[src/rtl/sevenseg_scan_driver.sv]
// Time-multiplexed driver for a 4-digit common-anode seven-segment display.
// Inputs are snapshotted once per frame; each digit slot opens with an all-off dead time.
module sevenseg_scan_driver #(
   parameter int DIGIT_PERIOD = 100000,
   parameter int DEAD_CYCLES  = 16
) (
   input  logic        clk,
   input  logic        rst,
   input  logic [15:0] digits_bcd,
   input  logic [3:0]  dp_in,
   input  logic [3:0]  digit_en,
   input  logic        lz_blank,
   output logic [6:0]  seg,
   output logic        dp,
   output logic [3:0]  an,
   output logic        frame_start
);

   localparam int               CNT_W    = $clog2(DIGIT_PERIOD);
   localparam logic [CNT_W-1:0] CNT_LAST = CNT_W'(DIGIT_PERIOD - 1);
   localparam logic [CNT_W-1:0] CNT_DEAD = CNT_W'(DEAD_CYCLES);

   function automatic logic [6:0] bcd_to_seg(input logic [3:0] code);
      case (code)
         4'd0:    return 7'b0000001;
         4'd1:    return 7'b1001111;
         4'd2:    return 7'b0010010;
         4'd3:    return 7'b0000110;
         4'd4:    return 7'b1001100;
         4'd5:    return 7'b0100100;
         4'd6:    return 7'b0100000;
         4'd7:    return 7'b0001111;
         4'd8:    return 7'b0000000;
         4'd9:    return 7'b0000100;
         default: return 7'b1111111;
      endcase
   endfunction

   logic [CNT_W-1:0] cnt;
   logic [1:0]       idx;
   logic [15:0]      shadow_bcd;
   logic [3:0]       shadow_dp;
   logic [3:0]       shadow_en;
   logic             shadow_lz;
   logic             load_pending;

   logic             load_p0;
   logic             dead_p0;
   logic             dark_p0;
   logic [3:0]       code_p0;
   logic             zero3_p0;
   logic             zero2_p0;
   logic             zero1_p0;
   logic [3:0]       lz_sup_p0;

   // Stage p0: decode the current slot from the snapshot.
   always_comb begin
      load_p0   = load_pending || (cnt == CNT_LAST && idx == 2'd3);
      dead_p0   = cnt < CNT_DEAD;
      code_p0   = shadow_bcd[{idx, 2'b00} +: 4];
      zero3_p0  = shadow_bcd[15:12] == 4'd0;
      zero2_p0  = zero3_p0 && (shadow_bcd[11:8] == 4'd0);
      zero1_p0  = zero2_p0 && (shadow_bcd[7:4] == 4'd0);
      // Digit0 always shows, so a value of zero still reads "0".
      lz_sup_p0 = shadow_lz ? {zero3_p0, zero2_p0, zero1_p0, 1'b0} : 4'b0000;
      dark_p0   = !shadow_en[idx] || (code_p0 > 4'd9) || lz_sup_p0[idx];
   end

   // Stage p1: registered scan state, snapshot and display outputs.
   always_ff @(posedge clk) begin
      if (rst) begin
         cnt          <= '0;
         idx          <= 2'd0;
         shadow_bcd   <= '0;
         shadow_dp    <= '0;
         shadow_en    <= '0;
         shadow_lz    <= 1'b0;
         load_pending <= 1'b1;
         seg          <= 7'b1111111;
         dp           <= 1'b1;
         an           <= 4'b1111;
         frame_start  <= 1'b0;
      end else begin
         if (cnt == CNT_LAST) begin
            cnt <= '0;
            idx <= idx + 2'd1;
         end else begin
            cnt <= cnt + CNT_W'(1);
         end

         load_pending <= 1'b0;
         frame_start  <= load_p0;
         if (load_p0) begin
            shadow_bcd <= digits_bcd;
            shadow_dp  <= dp_in;
            shadow_en  <= digit_en;
            shadow_lz  <= lz_blank;
         end

         if (dead_p0 || dark_p0) begin
            an  <= 4'b1111;
            seg <= 7'b1111111;
            dp  <= 1'b1;
         end else begin
            an  <= ~(4'b0001 << idx);
            seg <= bcd_to_seg(code_p0);
            dp  <= ~shadow_dp[idx];
         end
      end
   end

endmodule

[config.mk]
export PLATFORM = sky130hd
export DESIGN_NAME = sevenseg_scan_driver
export DESIGN_NICKNAME = d
export VERILOG_FILES = /design/src/rtl/sevenseg_scan_driver.sv
export SDC_FILE = /design/constraint.sdc
export NUM_CORES = 1
export LEC_CHECK = 0
export CORE_MARGIN = 2
export CORE_UTILIZATION = 57
export CTS_BUF_LIST = sky130_fd_sc_hd__clkbuf_8
export CTS_CLUSTER_DIAMETER = 80
export DETAILED_ROUTE_END_ITERATION = 10
export MAX_ROUTING_LAYER = met4
export PLACE_DENSITY_LB_ADDON = 0.3
export SYNTH_ARGS = -nofsm -noshare
export SYNTH_HDL_FRONTEND = slang
export SYNTH_SLANG_ARGS = --single-unit
[constraint.sdc]
create_clock -name clk -period 3 [get_ports clk]
set_clock_uncertainty 0.15 [all_clocks]
set_input_delay 0.6 -clock clk [delete_from_list [all_inputs] [get_ports clk]]
set_output_delay 0.6 -clock clk [all_outputs]
set_load 0.01 [all_outputs]
==> flow_summary.html <==
<table>
<tr><th>Metric</th><th>Value</th></tr>
<tr><th colspan="2">Pwr</th></tr>
<tr><td>Total Power Consumption</td><td>1.758 mW</td></tr>
<tr><td>Peak VDD IR</td><td>0.0003757 V</td></tr>
<tr><td>Net switching share of the total power</td><td>22.14%</td></tr>
<tr><td>NetSw</td><td>0.3892 mW</td></tr>
<tr><td>Fraction of power consumed by the clock network</td><td>45.1%</td></tr>
<tr><td>Internal power</td><td>1.369 mW</td></tr>
<tr><td>Part of the total power dissipated in sequential elements</td><td>46.3%</td></tr>
<tr><td>Leakage</td><td>1.322 nW</td></tr>
<tr><td>Ratio of total power to cell area</td><td>500.6 mW/mm^2</td></tr>
<tr><td>Relative contribution of combinational cells to total power</td><td>8.7%</td></tr>
<tr><th colspan="2">Synthesis</th></tr>
<tr><td>Fraction of the mapped netlist area in compound gates</td><td>6.407%</td></tr>
<tr><td>Main synth FF type</td><td>dfxtp_1</td></tr>
<tr><td>Main combinational cell family by area after synthesis</td><td>simple AND/OR/NAND/NOR gates</td></tr>
<tr><td>Register bit total from synthesis</td><td>58</td></tr>
<tr><td>Top-area cell type share of the netlist area</td><td>40.17%</td></tr>
<tr><td>Synth Area in Simple Gates</td><td>26.28%</td></tr>
<tr><td>Synth cell count leaders</td><td>dfxtp_1 (58), nand2b_1 (31), mux2i_1 (29)</td></tr>
<tr><td>EDFF count, synth</td><td>0</td></tr>
<tr><td>Syn Std Cell Area</td><td>0.002890 mm^2</td></tr>
<tr><td>Cells after synthesis</td><td>292</td></tr>
<tr><td>Count of warnings emitted by yosys</td><td>0</td></tr>
<tr><td>Synth Area in XOR/XNOR</td><td>2.727%</td></tr>
<tr><td>Share of synthesized cell area in full adder, half adder and majority cells</td><td>4.762%</td></tr>
<tr><td>Synth top area cells</td><td>dfxtp_1 (40%), mux2i_1 (10%), nand2b_1 (6.7%)</td></tr>
<tr><td>Mux contribution to synthesized area</td><td>14.33%</td></tr>
<tr><td>Distinct cells, synth</td><td>43</td></tr>
<tr><td>Net Count, Synth</td><td>330</td></tr>
<tr><td>Library cell with the highest instance count after synthesis</td><td>dfxtp_1</td></tr>
<tr><td>FFs w/ async S/R, synth</td><td>0%</td></tr>
<tr><td>Library cell with the largest summed area after synthesis</td><td>dfxtp_1</td></tr>
<tr><td>Syn_area_per_cell</td><td>9.898 um^2</td></tr>
<tr><td>Part of the Yosys area used for sequential elements</td><td>40.17%</td></tr>
<tr><th colspan="2">Place</th></tr>
<tr><td>Placed Area</td><td>0.003293 mm^2</td></tr>
<tr><td>Input/output buffers</td><td>39</td></tr>
<tr><td>Placement Setup Slack</td><td>0.5705 ns</td></tr>
<tr><td>Placed cell count</td><td>384</td></tr>
<tr><td>HPWL after detailed placement</td><td>3649 um</td></tr>
<tr><td>Final estimated routing congestion in global placement</td><td>0.8016</td></tr>
<tr><th colspan="2">Detailed routing</th></tr>
<tr><td>Count of routing violations after the opening detailed-route iteration</td><td>82</td></tr>
<tr><td>Vias/cell</td><td>5.383</td></tr>
<tr><td>DRT Pass-1 Iters</td><td>4</td></tr>
<tr><td>Via count</td><td>2153</td></tr>
<tr><td>Drt total wl</td><td>5228 um</td></tr>
<tr><td>Routed len/inst</td><td>13.07 um</td></tr>
<tr><td>Count of nets left with antenna violations after detail routing</td><td>0</td></tr>
<tr><td>Detailed-route DRC error count</td><td>0</td></tr>
<tr><th colspan="2">Setup path</th></tr>
<tr><td>Nature of the critical path endpoint</td><td>flop</td></tr>
<tr><td>Critical path required time</td><td>3.03 ns</td></tr>
<tr><td>Slowest cell delay on critical path</td><td>0.57 ns</td></tr>
<tr><td>Slowest cell on the critical path</td><td>mux4_2</td></tr>
<tr><td>Worst-path cell chain</td><td>mux4_2, inv_1, ha_1, nor2_1, o21a_1, a221oi_2, buf_4, o2111ai_1</td></tr>
<tr><td>Startpoint-to-endpoint class of the critical path</td><td>flop to flop</td></tr>
<tr><td>Maximum fanout encountered on the critical timing path</td><td>12</td></tr>
<tr><td>Family with the most delay on the worst path</td><td>multiplexers</td></tr>
<tr><td>CP bufs+invs</td><td>2</td></tr>
<tr><td>Element type at the critical path start</td><td>flop</td></tr>
<tr><td>Arrival @ worst endpoint</td><td>2.48 ns</td></tr>
<tr><th colspan="2">Timing</th></tr>
<tr><td>Final worst hold slack</td><td>0.2982 ns</td></tr>
<tr><td>Tcrit/Tclk final</td><td>81.63%</td></tr>
<tr><td>Slew Limit Fails</td><td>0</td></tr>
<tr><td>Worst slew margin</td><td>26.72%</td></tr>
<tr><td>Clock period minus worst slack</td><td>2.449 ns</td></tr>
<tr><td>Post-route worst setup slack</td><td>0.5511 ns</td></tr>
<tr><td>Transition at the pin with the smallest max-transition slack</td><td>1.099 ns</td></tr>
<tr><td>Highest achievable clock rate</td><td>0.4083 GHz</td></tr>
<tr><td>Final Setup Violations</td><td>0</td></tr>
<tr><td>Hold violation total from the final report</td><td>0</td></tr>
<tr><td>Total negative slack</td><td>0 ns</td></tr>
<tr><td>Unrepaired setup endpoints after global routing</td><td>false</td></tr>
<tr><th colspan="2">Clock network</th></tr>
<tr><td>Number of resized instances in the post-cts repair step</td><td>0</td></tr>
<tr><td>Number of buffers added by the clock tree synthesis step</td><td>9</td></tr>
<tr><td>Clock tree from TritonCTS</td><td>done</td></tr>
<tr><td>Clock transition at the registers of the reported paths</td><td>0.07 ns</td></tr>
<tr><td>Depth of the CTS H-tree</td><td>3</td></tr>
<tr><td>Skew-Pair Late Insertion Delay</td><td>0.34 ns</td></tr>
<tr><td>Maximum clock path buffer count</td><td>2</td></tr>
<tr><td>Number of hold-repair buffers added at the cts stage</td><td>0</td></tr>
<tr><td>Clock sink total</td><td>58</td></tr>
<tr><td>Clock root buffer</td><td>clkbuf_8</td></tr>
<tr><td>Number of buffers added for setup after CTS</td><td>0</td></tr>
<tr><th colspan="2">Die</th></tr>
<tr><td>Number of standard-cell rows in the floorplan</td><td>25</td></tr>
<tr><td>Starting density of the core</td><td>60.00%</td></tr>
<tr><td>Die Ht</td><td>75.21 um</td></tr>
<tr><td>Die Wd</td><td>75.21 um</td></tr>
<tr><td>Core area</td><td>0.004817 mm^2</td></tr>
<tr><td>Die area</td><td>0.005657 mm^2</td></tr>
<tr><td>Number of ports placed on the die boundary</td><td>40</td></tr>
<tr><th colspan="2">Cells and area</th></tr>
<tr><td>Fill cell instance count of the final layout</td><td>374</td></tr>
<tr><td>Cell area after layout</td><td>0.003512 mm^2</td></tr>
<tr><td>Area added between synthesis and finish</td><td>21.52%</td></tr>
<tr><td>Fraction of final layout cells with drive strength greater than 1</td><td>14.41%</td></tr>
<tr><td>Seq. cell area</td><td>0.001161 mm^2</td></tr>
<tr><td>Area used by multi-input combinational logic</td><td>0.001590 mm^2</td></tr>
<tr><td>Final Core Density</td><td>72.91%</td></tr>
<tr><td>Non-filler cells in the finished layout</td><td>400</td></tr>
<tr><td>Number of diodes</td><td>0</td></tr>
<tr><td>Final Net Count</td><td>366</td></tr>
<tr><th colspan="2">Worst hold path</th></tr>
<tr><td>Worst hold path type</td><td>flop to flop</td></tr>
<tr><th colspan="2">GRT</th></tr>
<tr><td>Maximum number of pins on one net before global-route repair</td><td>58</td></tr>
<tr><td>Via count of the first global-routing pass</td><td>2080</td></tr>
<tr><td>Initial antenna violation count</td><td>0</td></tr>
<tr><td>Wire length of the first global-routing pass</td><td>9045 um</td></tr>
<tr><td>Grt ovf</td><td>0</td></tr>
<tr><td>Total global-route track usage</td><td>21.99%</td></tr>
<tr><th colspan="2">Outcome</th></tr>
<tr><td>Status</td><td>finished clean</td></tr>
<tr><th colspan="2">Run</th></tr>
<tr><td>Maxcap violations</td><td>0</td></tr>
</table>
==> cell usage in the layout (no fill, tap or decap), types with 2 or more instances in the layout <==
cell	instances
a21oi_1	10
and3_1	2
buf_4	4
bufinv_16	2
clkbuf_8	10
clkdlybuf4s50_1	39
clkinv_2	2
dfxtp_1	58
ha_1	11
inv_1	11
mux2i_1	29
mux4_2	5
nand2_1	9
nand2b_1	31
nand3_1	14
nand4_1	8
nor2_1	17
nor4_1	3
o2111ai_1	2
o21ai_0	7
o31ai_1	5
or2b_1	4
or2b_2	15
or3_1	3
or4_1	6
xor2_1	8
==> state kept, by name, indices dropped and copies added, names as in the netlist <==
| register | flops |
|---|---|
| cnt | 17 |
| shadow_bcd | 16 |
| seg | 7 |
| an | 4 |
| shadow_dp | 4 |
| shadow_en | 4 |
| idx | 2 |
| dp | 1 |
| frame_start | 1 |
| load_pending | 1 |
| shadow_lz | 1 |
==> metal layers <==
layer  vias to the layer above  wire length [um]  track usage, %  part of all wire [%]
met3                        15               275           4.284                   5.3
met1                       986              2400           26.16                    46
li1                       1093                 -               -                     -
met5                         -                 0               -                     0
met4                         0               141           12.67                   2.7
met2                        59              2410           34.70                    46
==> power by group through the flow <==
stage / Combinational, mW / Sequential (mW) / Clock, mW
CTS: 0.154 / 0.814 / 0.795
detailed placement: 0.151 / 0.830 / 0
global route: 0.170 / 0.816 / 0.827
global placement: 0.148 / 0.830 / 0
floorplan: 0.107 / 0.825 / 0
finish: 0.152 / 0.814 / 0.792
==> final cells by class <==
cell class | instances | share of cell area [%]
multi-input cells | 206 | 45.28
flip-flops and latches | 58 | 33.06
repair buffers | 43 | 11.97
clock buffers | 10 | 3.919
well taps | 67 | 2.387
clock inverters | 6 | 2.316
inverters | 10 | 1.069
==> worst register-to-register path, delay by kind of cell (launching register included) <==
family,cells,cell delay [ns]
buf+inv,2,0.39
compound gates,3,0.50
fa+ha+maj,1,0.23
flops,1,0.39
simple gates,1,0.06
mux,1,0.57
==> path summary, 6_finish.rpt <==
check,startpoint,end,slack [ns],cells after the start
hold / removal,cnt[0],cnt[0],0.30,1
hold reg to reg,cnt[0],cnt[0],0.30,1
setup reg to reg,idx[0],seg[3],0.55,8
setup / recovery,idx[0],seg[3],0.55,8
==> kinds of logic after synthesis <==
logic type / after synthesis
flip-flops: 58
multiplexers: 35
buffers and inverters: 28
XOR/XNOR: 9
adder cells (fa/ha/maj): 11
AND/OR/NAND/NOR: 122
AO/OA/AOI/OAI: 29
No activity file was read; power rests on OpenSTA's default activity.
